[src/rtl/serial_adder_ctrl_pkg.sv]
// Shared definitions for the bit-serial add/subtract controller.
// Holds the FSM state encoding used by serial_adder_ctrl.
package serial_adder_ctrl_pkg;

   typedef enum logic [1:0] {
      IDLE = 2'b00,
      RUN  = 2'b01,
      DONE = 2'b10
   } state_t;

endpackage

[src/rtl/serial_adder_ctrl_adder.sv]
// One-bit full adder cell; the controller reuses this cell once per operand bit.
module single_bit_adder (
   input  logic c_in,
   input  logic a,
   input  logic b,
   output logic sum,
   output logic c_out
);

   assign sum   = a ^ b ^ c_in;
   assign c_out = (a & b) | (a & c_in) | (b & c_in);

endmodule

[src/rtl/serial_adder_ctrl.sv]
// Bit-serial add/subtract controller: steps one full-adder cell over WIDTH-bit
// operands LSB first and publishes sum/c_out/ovf in registers when finished.
module serial_adder_ctrl
   import serial_adder_ctrl_pkg::*;
#(
   parameter int WIDTH = 8
) (
   input  logic             clk,
   input  logic             rst,
   input  logic             start,
   input  logic             sub,
   input  logic [WIDTH-1:0] a,
   input  logic [WIDTH-1:0] b,
   output logic             busy,
   output logic             done,
   output logic [WIDTH-1:0] sum,
   output logic             c_out,
   output logic             ovf
);

   localparam int CNT_W = $clog2(WIDTH);

   state_t           state;
   state_t           next_state;
   logic [CNT_W-1:0] cnt;
   logic [WIDTH-1:0] op_a;
   logic [WIDTH-1:0] op_b;
   logic [WIDTH-1:0] res;
   logic [WIDTH-1:0] sum_q;
   logic             carry;
   logic             c_out_q;
   logic             ovf_q;
   logic             bit_sum;
   logic             bit_cout;
   logic             last_bit;

   single_bit_adder u_adder (
      .c_in  (carry),
      .a     (op_a[0]),
      .b     (op_b[0]),
      .sum   (bit_sum),
      .c_out (bit_cout)
   );

   assign last_bit = (cnt == CNT_W'(WIDTH - 1));

   always_ff @(posedge clk) begin
      if (rst) begin
         state <= IDLE;
      end else begin
         state <= next_state;
      end
   end

   always_comb begin
      next_state = state;
      case (state)
         IDLE:    if (start) next_state = RUN;
         RUN:     if (last_bit) next_state = DONE;
         DONE:    next_state = IDLE;
         default: next_state = IDLE;
      endcase
   end

   always_ff @(posedge clk) begin
      if (rst) begin
         cnt     <= '0;
         op_a    <= '0;
         op_b    <= '0;
         res     <= '0;
         carry   <= 1'b0;
         sum_q   <= '0;
         c_out_q <= 1'b0;
         ovf_q   <= 1'b0;
      end else begin
         case (state)
            IDLE: begin
               if (start) begin
                  // Subtraction is a + ~b + 1: invert B and seed the carry with 1.
                  op_a  <= a;
                  op_b  <= sub ? ~b : b;
                  carry <= sub;
                  cnt   <= '0;
               end
            end
            RUN: begin
               op_a  <= op_a >> 1;
               op_b  <= op_b >> 1;
               res   <= {bit_sum, res[WIDTH-1:1]};
               carry <= bit_cout;
               cnt   <= cnt + CNT_W'(1);
               if (last_bit) begin
                  // carry here is the carry into the MSB, so xor with carry out gives signed overflow.
                  sum_q   <= {bit_sum, res[WIDTH-1:1]};
                  c_out_q <= bit_cout;
                  ovf_q   <= carry ^ bit_cout;
               end
            end
            default: ;
         endcase
      end
   end

   assign busy  = (state != IDLE);
   assign done  = (state == DONE);
   assign sum   = sum_q;
   assign c_out = c_out_q;
   assign ovf   = ovf_q;

endmodule

[config.mk]
export PLATFORM = sky130hd
export DESIGN_NAME = serial_adder_ctrl
export DESIGN_NICKNAME = d
export VERILOG_FILES = /design/src/rtl/serial_adder_ctrl_pkg.sv /design/src/rtl/serial_adder_ctrl_adder.sv /design/src/rtl/serial_adder_ctrl.sv
export SDC_FILE = /design/constraint.sdc
export NUM_CORES = 1
export LEC_CHECK = 0
export BUFFER_PORTS_ARGS = -buffer_cell sky130_fd_sc_hd__clkbuf_2
export CAP_MARGIN = 25
export CORE_UTILIZATION = 50
export CTS_BUF_LIST = sky130_fd_sc_hd__clkbuf_2 sky130_fd_sc_hd__clkbuf_4 sky130_fd_sc_hd__clkbuf_8
export CTS_CLUSTER_DIAMETER = 100
export DETAILED_ROUTE_END_ITERATION = 6
export GPL_TIMING_DRIVEN = 0
export HOLD_SLACK_MARGIN = 0.06
export PLACE_DENSITY_LB_ADDON = 0.08
export SYNTH_ARGS = -nofsm -noshare
export SYNTH_HDL_FRONTEND = slang
export SYNTH_SLANG_ARGS = --single-unit
[constraint.sdc]
create_clock -name clk -period 3.95 [get_ports clk]
set_input_delay 0.395 -clock clk [delete_from_list [all_inputs] [get_ports clk]]
set_output_delay 0.395 -clock clk [all_outputs]
set_load 0.02 [all_outputs]
; Word level (Yosys, flattened, before mapping)
; Index checks and enable logic that the tools add are counted.
[word_totals]
register_bits = 40
latchBits = 0
ramBits = 0
mem_bits_ro = 0
input_bits = 20
output_inout_bits = 12
mem_count = 0
[classes]
n_addsub = 1
multipliers = 0
n_div = 0
order_cmp = 0
n_eq_ne = 5
shifts = 0
n_mux = 12
bitwise = 9
reduce_logical = 6
[op_table]
columns = operator, count
row1 = $pmux W8 S2, 2
row2 = $mux W8, 3
row3 = $not A8 Y8, 1
row4 = $pmux W3 S2, 1
row5 = $reduce_and A2 Y1, 3
row6 = $mux W2, 2
row7 = $ne A2 B2 Y1 const B, 2
row8 = $pmux W2 S2, 1
row9 = $reduce_bool A2 Y1, 2
row10 = $add A3 B1 Y3 const B, 1
row11 = $and A1 B1 Y1, 3
row12 = $eq A3 B3 Y1 const B, 1
row13 = $mux W3, 1
row14 = $xor A1 B1 Y1, 3
row15 = $eq A2 B1 Y1 const B, 1
row16 = $eq A2 B2 Y1 const B, 1
row17 = $logic_not A2 Y1, 1
row18 = $or A1 B1 Y1, 2
row19 = $pmux W1 S2, 1
row20 = $mux W1, 1

; Logic depth before layout (Yosys ltp)
; Gate-level depths: netlist of run 1.
[depth]
word_depth = 4
mapped_depth = 6
ltp_nobuf = 5

; Hierarchy
; Synthesis of run 1 repeated with hierarchy kept, for this count alone.
[unflattened]
cells_unflattened = 204
hier_area_um2 = 1775.5
[by_module_without_submodules]
columns = module, instances, cells_each, area_each_um2, seq_area_each_um2
row1 = serial_adder_ctrl, 1, 203, 1755.4, 780.7
row2 = single_bit_adder, 1, 1, 20.0, 0.0

; Worst setup path before layout of run 1
; Ideal clock, no wire load.
[synth_timing]
kind = reg-to-output
from = register state[1]
to = output done
arrival_ps = 1017
t_required_ps = 3555
setup_slack_ps = 2538
path_stages_with_launch = 4
path_cell_list = dfxtp_1 buf_4 buf_4 nor2b_1
[synth_via]
elab_chain_len = 1
[synth_lines]
columns = item, line
row1 = start: declaration, serial_adder_ctrl.sv:23  ; state_t state;
row2 = start signal: assignment, serial_adder_ctrl.sv:51  ; state <= next_state;
row3 = $eq A2 B2 Y1, serial_adder_ctrl.sv:105  ; assign done = (state == DONE);
row4 = end: declaration, serial_adder_ctrl.sv:15  ; output logic done,
; No other way between the ends.

; Worst setup path after layout of run 1
[layout_timing]
from = register state[0]
to = output busy
[layout_via]
elab_chain_len = 1
[layout_lines]
columns = item, line
row1 = $reduce_bool A2 Y1, serial_adder_ctrl.sv:104  ; assign busy = (state != IDLE);
row2 = end: declaration, serial_adder_ctrl.sv:14  ; output logic busy,
; No other way between the ends.

==> implementation parameters, run 1 <==
Parameter                              Value

Min path
  Type of the worst min-delay path    in -> reg

Clock tree
  Clock input transition at the sequential cells of the worst setup and hold paths    roughly 110 ps
  Number of buffers inserted to repair setup after CTS    0
  CTS tree    built
  Hold bufs inserted after CTS    0
  Clock Sink Count    39
  Max H-tree Level    2
  Number of buffers inserted during clock tree synthesis    5
  CTS Buffer Depth    2
  Number of gates resized after cts    0
  Clock Latency Late Sink    340 ps
  Clock Tree Root    sky130_fd_sc_hd__clkbuf_4

Layout
  Share of final-layout standard cells stronger than drive strength 1    0.2437
  Synth-to-Final Area Change    14.90%
  Antenna Diode Count    0
  Core utilization of the finished layout    0.6014
  Fin nets    260

Synth
  Number of synthesized register bits    39
  Share of Yosys cell area claimed by the top area cell type    0.4470
  Synth Instances    between 200 and 250
  Post-synthesis instance area    0.001747 mm^2
  Cell type contributing the most total cell area after synthesis    sky130_fd_sc_hd__dfxtp_1
  Synth unique cells    35
  Number of warning messages in the yosys log    0
  Net count after synthesis    between 200 and 250
  Share of synthesized area occupied by flip-flops and latches    0.4470
  Synth Area per Inst    slightly below 9 um^2
  Cell types with the largest area share after synthesis    sky130_fd_sc_hd__dfxtp_1 45%, sky130_fd_sc_hd__a21oi_1 8.3%, sky130_fd_sc_hd__nand2_1 7.5%, sky130_fd_sc_hd__a22oi_1 4.3%, sky130_fd_sc_hd__xnor2_1 4.0%

Status
  Outcome    complete, no violations

Setup path
  Delay of the slowest critical-path stage    ~380 ps
  Max stage delay cell, worst path    sky130_fd_sc_hd__clkbuf_1
  Startpoint-to-endpoint class of the critical path    reg -> out
  Critical Path Source Type    flop
  Crit path cell chain    buf_6 -> clkbuf_1 -> or2_2 -> clkbuf_2
  Worst setup EP type    output port
  Largest fanout on the critical path    10
  Critical path arrival    1590 ps
  CP Data Required Time    roughly 3600 ps

Pwr
  Pwr Density    360.0 mW/mm^2
  Overall Power    722.4 uW
  Net switching power of the design    approximately 190 uW
  Switching power share of the total    0.2656
  Internal portion of total power    530.6 uW
  Clock power share    0.284
  Part of the total power dissipated in sequential elements    0.585
  Combinational power share    0.131
  Leakage power    about 0.83 nW
  Worst vdd ir    0.2220 mV

Timing
  Worst hold slack after final layout    roughly 310 ps
  Post-Route Skew    approximately 7 ps
  Setup repair after global routing missed its margin    false
  Worst Slack Setup Final    slightly below 2000 ps
  Final max-slew violation count    0
  Crit path time final    just under 2000 ps
  Hold Violations, Final    0
  Maximum clock rate    slightly above 500 MHz
  Setup Viol. Count Final    0
  Slew Limit Headroom    0.6561
  Share of the clock period used by the worst path after layout    0.5037
  Setup TNS    0 ps
  Transition time of the tightest slew-check pin    between 500 and 600 ps

Floorplan
  Die extent in y    61.11 um
  Area inside the core boundary    about 0.0033 mm^2
  Width of the die    slightly above 60 um
  Effective utilization at floorplan    0.5234
  Core Rows    21
  Floorplan die area    between 0.003 and 0.004 mm^2
  Top-level I/O count    32

Global routing
  Overall overflow remaining after global route    0
  Number of global-route vias before repair    approximately 1300
  Number of antenna violations at the first check in global routing    0
  Global-route wire length before repair    between 5000 and 6000 um
  Largest net degree at the start of global routing    13
  Gr usage total    0.2136

Placement
  Port buffer count    29
  Half-perimeter wire length after placement    between 2000 and 3000 um
  Post-Place Setup Slack    2346 ps
  Placer congestion estimate    ~0.77

Detailed routing
  Post-route antenna net violation count    0
  First-pass iteration count of the detailed router    4
  DR iter-0 viols    between 80 and 90
  Via-per-instance ratio    about 5.2
  Drc violations    0
  Total vias in the final route    ~1500
  Routed length per placed instance    roughly 12 um
  Total length of routed wires    between 3000 and 4000 um

Flow run
  Reported max-cap violation count    0
[flip-flops by register name, summed over array words and instances (netlist names)]
register	count
op_b	8
carry	1
ovf	1
state	2
cnt	3
res	7
op_a	8
c_out	1
sum	8
[power groups by stage]
stage | logic, mW | registers [mW] | clock network (mW)
floorplan | 0.0709 | 0.428 | 0
global placement | 0.0919 | 0.430 | 0
detailed placement | 0.0949 | 0.431 | 0
CTS | 0.0955 | 0.423 | 0.211
global route | 0.108 | 0.425 | 0.227
finish | 0.0949 | 0.423 | 0.205
[path summary, 6_finish.rpt]
kind	startpoint	endpoint	slack, ps	cells past startpoint
setup reg to reg	cnt[0]	sum[4]	2550	6
hold reg to reg	sum[3]	sum[3]	460	2
hold / removal	b[6]	op_b[6]	310	3
setup / recovery	state[0]	busy	1960	4
[synthesized netlist by cell type (all sizes together)]
cell type,count
a211oi,2
a21oi,29
a221oi,1
a22oi,10
a2bb2oi,2
and3b,1
buf,12
clkbuf,4
dfxtp,39
fa,1
ha,2
inv,8
mux2i,1
nand2,35
nand2b,3
nand3b,2
nor2,16
nor2b,4
nor3,1
o21ai,1
o21bai,1
o221a,7
o22ai,7
o31ai,1
or2,1
or3b,1
xnor2,8
xor2,1
[layout make-up]
class / instances / area, um^2
fillers: 322 / 1330
multi-input cells: 138 / 840.8
flip-flops and latches: 39 / 780.7
repair buffers: 29 / 145.1
plain buffers: 16 / 95.09
well taps: 46 / 57.56
clock buffers: 6 / 45.04
inverters: 8 / 30.03
clock inverters: 2 / 12.51
[metrics by stage]
step / cell area, um^2 / std cells
3_5_place_dp: 1949 / 276
6_report: 2007 / 284
5_1_grt: 2007 / 284
2_1_floorplan: 1747 / 201
3_3_place_gp: 1949 / 276
4_1_cts: 2007 / 284
[placed cells by master (no fill, tap or decap), types with 2 or more instances in the layout]
| master | synthesis | final |
|---|---|---|
| sky130_fd_sc_hd__nand2b_1 | 2 | 2 |
| sky130_fd_sc_hd__o22ai_1 | 7 | 7 |
| sky130_fd_sc_hd__nand2_1 | 35 | 35 |
| sky130_fd_sc_hd__o221a_1 | 2 | 2 |
| sky130_fd_sc_hd__buf_4 | 6 | 6 |
| sky130_fd_sc_hd__o221a_2 | 5 | 5 |
| sky130_fd_sc_hd__clkbuf_1 | 4 | 4 |
| sky130_fd_sc_hd__a22oi_1 | 10 | 10 |
| sky130_fd_sc_hd__ha_1 | 2 | 2 |
| sky130_fd_sc_hd__nor2b_1 | 4 | 4 |
| sky130_fd_sc_hd__clkbuf_4 | 0 | 6 |
| sky130_fd_sc_hd__a2bb2oi_1 | 2 | 2 |
| sky130_fd_sc_hd__buf_2 | 4 | 4 |
| sky130_fd_sc_hd__nor2_1 | 16 | 16 |
| sky130_fd_sc_hd__clkbuf_2 | 0 | 29 |
| sky130_fd_sc_hd__a21oi_1 | 29 | 29 |
| sky130_fd_sc_hd__dfxtp_1 | 39 | 39 |
| sky130_fd_sc_hd__inv_1 | 8 | 8 |
| sky130_fd_sc_hd__xnor2_1 | 8 | 8 |
[worst max-delay path: cells and delay by family (launching register included)]
family	cells	cell delay [ps]
DFF	1	370
and+or+nand+nor	1	200
buffers and inverters	3	690
[routing by layer]
metal  vias up  track usage  share of wire  routed length (um)
met2        30       0.3634           0.49                1696
met3         8      0.04412          0.037                 127
met5         -            0              0                   0
li1        762            -              -                   -
met1       690       0.2591           0.45                1580
met4         0      0.09740          0.021                  72
[cells by family after synthesis]
family                   count (synthesis)  share of synthesized area
buffers and inverters                   24                    0.07163
AO/OA/AOI/OAI                           61                     0.2364
AND/OR/NAND/NOR                         64                     0.1683
multiplexers                             1                   0.005731
XOR/XNOR                                 9                    0.04513
adder cells (fa/ha/maj)                  3                    0.02579
flip-flops                              39                     0.4470
No activity file was read; power rests on OpenSTA's default activity.
==> inputs of run 2 (changes only) <==
Settings changed: ABC_AREA set to 1.
Clock period 3.95 ns to 1.8 ns, I/O delays scaled along.
==> run 2 against run 1 <==
  * Critical path depth rose by 3
  * Core utilization rose by 0.97 points
  * Clock power rose to 2.6 times the previous value
==> implementation parameters, run 2 <==
Parameter                              Value

Floorplan
  Width of the die    61.23 um (+0.20%)
  Area inside the core boundary    0.003337 mm^2 (unchanged)
  Core Rows    21 (unchanged)
  Top-level I/O count    32 (unchanged)
  Floorplan die area    0.003749 mm^2 (+0.41%)
  Die extent in y    61.23 um (+0.20%)
  Effective utilization at floorplan    0.5257 (+0.002250)

Layout
  Number of fill cells    347 (+7.8%)
  Antenna Diode Count    0 (unchanged)
  Most common library cell in the layout ignoring fill and taps    sky130_fd_sc_hd__nand2_1
  Commonest non-fill, non-tap cells in the layout    62 x sky130_fd_sc_hd__nand2_1, 61 x sky130_fd_sc_hd__nor2_1, 39 x sky130_fd_sc_hd__dfxtp_1
  Synth-to-Final Area Change    16.26%
  Core utilization of the finished layout    0.6112 (+0.009749)
  Fin nets    320 (+23%)
  Share of final-layout standard cells stronger than drive strength 1    0.1678 (-0.07591)

Synth
  Net count after synthesis    283 (+26%)
  Number of synthesized register bits    39 (unchanged)
  Number of warning messages in the yosys log    0 (unchanged)
  Share of synthesized area occupied by flip-flops and latches    0.4451 (-0.001913)
  Share of Yosys cell area claimed by the top area cell type    0.4451 (-0.001913)
  Synth Area per Inst    6.747 um^2 (-22%)
  Synth cell count leaders    62 x sky130_fd_sc_hd__nand2_1, 61 x sky130_fd_sc_hd__nor2_1, 39 x sky130_fd_sc_hd__dfxtp_1, 26 x sky130_fd_sc_hd__nand3_1, 24 x sky130_fd_sc_hd__inv_1
  Synth unique cells    21 (-40%)
  Ys flop type    sky130_fd_sc_hd__dfxtp_1
  Synth Instances    260 (+29%)
  Cell types with the largest area share after synthesis    sky130_fd_sc_hd__dfxtp_1 45%, sky130_fd_sc_hd__nand2_1 13%, sky130_fd_sc_hd__nor2_1 13%, sky130_fd_sc_hd__nand3_1 7.4%, sky130_fd_sc_hd__inv_1 5.1%
  Post-synthesis instance area    0.001754 mm^2 (+0.43%)
  Asr flop ratio synth    0 (unchanged)
  Number of enable-type register cells in the synthesized netlist    0 (unchanged)
  Cell with the most instances after synthesis    sky130_fd_sc_hd__nand2_1
  Cell type contributing the most total cell area after synthesis    sky130_fd_sc_hd__dfxtp_1

Detailed routing
  Total length of routed wires    3642 um (+4.8%)
  Via-per-instance ratio    4.750 (-9.5%)
  Routed length per placed instance    10.59 um (-13%)
  Drc violations    0 (unchanged)
  DR iter-0 viols    106 (+28%)
  Total vias in the final route    1634 (+9.7%)
  Post-route antenna net violation count    0 (unchanged)
  First-pass iteration count of the detailed router    4 (unchanged)

Clock tree
  Hold bufs inserted after CTS    1 (+1)
  Number of buffers inserted during clock tree synthesis    5 (unchanged)
  Clock input transition at the sequential cells of the worst setup and hold paths    120 ps (about the same)
  CTS tree    built
  Clock Sink Count    39 (unchanged)
  Max H-tree Level    2 (unchanged)
  Clock Tree Root    sky130_fd_sc_hd__clkbuf_4
  CTS Buffer Depth    2 (unchanged)
  Clock Latency Late Sink    350 ps (about the same)
  Number of buffers inserted to repair setup after CTS    0 (unchanged)
  Number of gates resized after cts    0 (unchanged)

Placement
  Half-perimeter wire length after placement    2576 um (+2.8%)
  Port buffer count    29 (unchanged)
  Placer congestion estimate    0.7744 (+1.2%)

Global routing
  Gr usage total    0.2227 (+0.009121)
  Number of global-route vias before repair    1397 (+4.0%)
  Overall overflow remaining after global route    0 (unchanged)
  GR met3 Demand/Resource    0.06303 (+0.01891)
  Most used routing layer in global routing    met2
  Met2 GRT Util    0.3634 (unchanged)
  Largest net degree at the start of global routing    12 (-1)
  Global-route wire length before repair    6058 um (+3.5%)
  Met1 track demand over resource    0.2902 (+0.03108)
  Number of antenna violations at the first check in global routing    0 (unchanged)

Setup path
  Crit path cell chain    ha_1 -> ha_1 -> nand2_1 -> nor2_1 -> clkinv_1 -> nor2_1 -> nor2_1
  Largest fanout on the critical path    9 (-1)
  CP top delay family    simple AND/OR/NAND/NOR gates
  CP bufs+invs    1 (-2)
  Most frequent CP cell    sky130_fd_sc_hd__nor2_1
  Critical Path Source Type    flop
  Worst setup EP type    flop
  Max stage delay cell, worst path    sky130_fd_sc_hd__dfxtp_1
  Startpoint-to-endpoint class of the critical path    reg -> reg
  Delay of the slowest critical-path stage    360 ps (-20 ps)
  Critical path arrival    1720 ps (+130 ps)
  CP Data Required Time    2050 ps (-1510 ps)

Flow run
  Reported max-cap violation count    0 (unchanged)

Timing
  Setup repair after global routing missed its margin    false
  Crit path time final    between 1000 and 1500 ps
  Share of the clock period used by the worst path after layout    0.8191
  Hold Violations, Final    0 (unchanged)
  Worst hold slack after final layout    99.45 ps (-214.2 ps)
  Setup Viol. Count Final    0 (unchanged)
  Post-Route Skew    5.038 ps (-1.826 ps)
  Transition time of the tightest slew-check pin    492.6 ps (-23.26 ps)
  Slew Limit Headroom    0.6716 (+0.01551)
  Final max-slew violation count    0 (unchanged)
  Setup TNS    0 ps (unchanged)
  Maximum clock rate    678.2 MHz

Status
  Outcome    complete, no violations

Pwr
  Worst vdd ir    0.4897 mV (+120%)
  Pwr Density    819.4 mW/mm^2 (+130%)
  Leakage power    1.070 nW (+29%)

Min path
  Type of the worst min-delay path    in -> reg
run 2: cell type report:
cell class	count	area, um^2	area share
multi-input cells	183	808.3	0.3963
flip-flops and latches	39	780.7	0.3828
repair buffers	30	155.1	0.07607
inverters	26	97.59	0.04785
clock buffers	8	72.57	0.03558
plain buffers	12	67.56	0.03313
well taps	46	57.56	0.02822
run 2: cell families after synthesis:
family,synth area share
fa+ha+maj,0.02568
simple gates,0.3481
xor+xnor,0.009988
buf+inv,0.09415
compound gates,0.07703
flops,0.4451
run 2: final timing paths:
kind / slack [ps] / from / depth (start not counted) / end
max: 330 / cnt[0] / 7 / sum[7]
max reg2reg: 330 / cnt[0] / 7 / sum[7]
min reg2reg: 460 / cnt[0] / 1 / cnt[0]
min: 100 / b[7] / 4 / op_b[7]
run 2: worst min-delay path, delay by kind of cell:
kind	cells	cell delay, ps
compound gates	1	50
buf+inv	1	80
xor+xnor	1	50
simple gates	1	50
run 2: per-layer routing:
metal / vias to the layer above / wire length (um)
met5: - / 0
met4: 0 / 44
met3: 6 / 155
met2: 28 / 1557
met1: 719 / 1885
li1: 881 / -
run 2: stage by stage:
step	instances	setup slack, ps	power, mW	cell area (um^2)
after floorplan	260	571.7	1.092	1754
after CTS	344	348.0	1.682	2039
final	344	325.5	1.671	2039
after global routing	344	214.3	1.749	2039
after global placement	335	378.5	1.152	1957
after detailed placement	335	362.2	1.155	1957
run 2: where the power goes:
group          switching, mW  leakage (nW)  internal (mW)  total, mW
Clock                  0.289        0.0420          0.245      0.534
Combinational          0.128         0.709         0.0820      0.210
Sequential            0.0237         0.319          0.903      0.927
Total                  0.441          1.07           1.23       1.67
==> inputs of run 3 (changes only) <==
Clock period 1.8 ns to 1.28 ns, I/O delays scaled along.
==> run 3 against run 2 <==
  * Clock skew increased by 7.3 ps
  * Core utilization grew 3.7 points
  * Setup slack worse by 320 ps
  * Register-to-register slack worse by 320 ps
  * Routed wire length rose by 5.5%
  * Die area unchanged
  * Flip-flop and latch count is the same
  * Critical path type unchanged
  * Largest power group unchanged
==> implementation parameters, run 3 (synthesized netlist as in run 2, its figures left out) <==
Parameter                              Value

Global routing
  Largest net degree at the start of global routing    12 (unchanged)
  Global-route wire length before repair    6092 um (+0.56%)
  Number of antenna violations at the first check in global routing    0 (unchanged)
  Number of global-route vias before repair    1402 (+0.36%)
  Overall overflow remaining after global route    0 (unchanged)
  Gr usage total    0.2236 (+0.0008838)

Placement
  Half-perimeter wire length after placement    2576 um (unchanged)
  Post-Place Setup Slack    -157.8 ps (-520.0 ps)
  Port buffer count    29 (unchanged)
  Placer congestion estimate    0.7744 (unchanged)
  Cell Count Post-Placement    335 (unchanged)

Timing
  Final max-slew violation count    0 (unchanged)
  Share of the clock period used by the worst path after layout    0.9949 (+0.1757)
  Worst Slack Setup Final    6.571 ps (-319.0 ps)
  Hold Violations, Final    0 (unchanged)
  Slew Limit Headroom    0.6617 (-0.009884)
  Setup repair after global routing missed its margin    true
  Maximum clock rate    785.3 MHz (+16%)
  Post-Route Skew    12.38 ps (+7.343 ps)
  Transition time of the tightest slew-check pin    507.5 ps (+14.83 ps)
  Setup Viol. Count Final    0 (unchanged)
  Crit path time final    1273 ps (-201.0 ps)

Layout
  Storage element area    788.3 um^2 (+0.96%)
  Area taken by multi-input logic gates    893.4 um^2 (+11%)
  Antenna Diode Count    0 (unchanged)
  Share of final-layout standard cells stronger than drive strength 1    0.2400 (+0.07221)
  Number of fill cells    323 (-6.9%)
  Fin nets    322 (+0.63%)
  Commonest non-fill, non-tap cells in the layout    60 x sky130_fd_sc_hd__nor2_1, 57 x sky130_fd_sc_hd__nand2_1, 35 x sky130_fd_sc_hd__dfxtp_1
  Synth-to-Final Area Change    23.32%
  Most common library cell in the layout ignoring fill and taps    sky130_fd_sc_hd__nor2_1
  Fin cells    346 (+0.58%)

Setup path
  Critical Path Source Type    flop
  Critical path arrival    1560 ps (-160 ps)
  Worst setup EP type    flop
  CP Data Required Time    1570 ps (-480 ps)
  Largest fanout on the critical path    5 (-4)
  Startpoint-to-endpoint class of the critical path    reg -> reg

Floorplan
  Top-level I/O count    32 (unchanged)
  Effective utilization at floorplan    0.5257 (unchanged)
  Core Rows    21 (unchanged)
  Width of the die    61.23 um (unchanged)
  Die extent in y    61.23 um (unchanged)
  Floorplan die area    0.003749 mm^2 (unchanged)
  Area inside the core boundary    0.003337 mm^2 (unchanged)

Detailed routing
  Post-route antenna net violation count    0 (unchanged)
  DR iter-0 viols    112 (+5.7%)
  Routed length per placed instance    11.11 um (+4.9%)
  Drc violations    0 (unchanged)
  First-pass iteration count of the detailed router    4 (unchanged)
  Via-per-instance ratio    4.806 (+1.2%)
  Total length of routed wires    3844 um (+5.5%)
  Total vias in the final route    1663 (+1.8%)

Clock tree
  CTS Buffer Depth    2 (unchanged)
  Clock input transition at the sequential cells of the worst setup and hold paths    120 ps (about the same)
  Number of buffers inserted during clock tree synthesis    5 (unchanged)
  CTS tree    built
  Clock Sink Count    39 (unchanged)
  Clock Tree Root    sky130_fd_sc_hd__clkbuf_4
  Max H-tree Level    2 (unchanged)
  Clock Latency Late Sink    350 ps (about the same)
  Number of buffers inserted to repair setup after CTS    0 (unchanged)

Status
  Outcome    complete, no violations

Min path
  Type of the worst min-delay path    in -> reg

Flow run
  Reported max-cap violation count    0 (unchanged)

Pwr
  Leakage power    1.096 nW (+2.5%)
  Pwr Density    1096 mW/mm^2 (+34%)
  Worst vdd ir    0.7528 mV (+54%)
[run 3: cell types whose count changed in the layout (fill, tap and decap cells not counted), sizes merged]
cell and change:
clkinv -1, buf +2, inv +1, dlygate4sd3 +1, clkbuf -1
[run 3: layer usage]
layer,vias to the layer above,global-route usage,part of all wire
li1,888,-,-
met1,738,0.2941,0.50
met2,30,0.3618,0.44
met3,7,0.06303,0.046
met4,0,0.05844,0.018
met5,-,0,0
[run 3: area by class of cell]
class                   count  area share
inverters                  26     0.04627
multi-input cells         183      0.4130
flip-flops and latches     39      0.3644
repair buffers             32     0.08155
well taps                  46     0.02661
clock buffers               8     0.03355
plain buffers              12     0.03470
[run 3: power by group]
| part | internal, mW | switching (mW) | total (mW) |
|---|---|---|---|
| clock network | 0.345 | 0.407 | 0.752 |
| logic | 0.124 | 0.188 | 0.312 |
| registers | 1.27 | 0.0377 | 1.31 |
| total | 1.74 | 0.633 | 2.37 |
[run 3: what timing repair did]
item,CTS,global route
pin swaps,0,7
hold endpoints to repair,2,0
cloned,0,1
hold buffers,2,0
endpoints found under the setup margin,16,27
gates resized for setup,12,32
[run 3: final timing paths]
path           from  cells past startpoint  slack, ps      end
max          cnt[1]                      7          7    c_out
min             rst                      2         70  op_b[7]
max reg2reg  cnt[1]                      7          7    c_out
min reg2reg  cnt[0]                      1        460   cnt[0]
[run 3: worst max-delay path, cell delays in order (launching register included)]
cell,delay [ps]
sky130_fd_sc_hd__dfxtp_2,370
sky130_fd_sc_hd__ha_4,140
sky130_fd_sc_hd__ha_4,130
sky130_fd_sc_hd__nand2_4,60
sky130_fd_sc_hd__nor2_4,170
sky130_fd_sc_hd__buf_6,150
sky130_fd_sc_hd__o21ai_1,60
sky130_fd_sc_hd__nor2_1,130
[run 3: metrics by stage]
step	hold slack, ps	total power [mW]	area, um^2	setup TNS [ps]	utilization
finish	67.46	2.371	2163	0	0.6483
global route	62.55	2.486	2163	-297.4	0.6483
CTS	70.23	2.369	2067	-123.7	0.6194
detailed placement	378.8	1.624	1957	-1280	0.5864
global placement	363.8	1.619	1957	-1081	0.5864
floorplan	270.8	1.536	1754	0	-
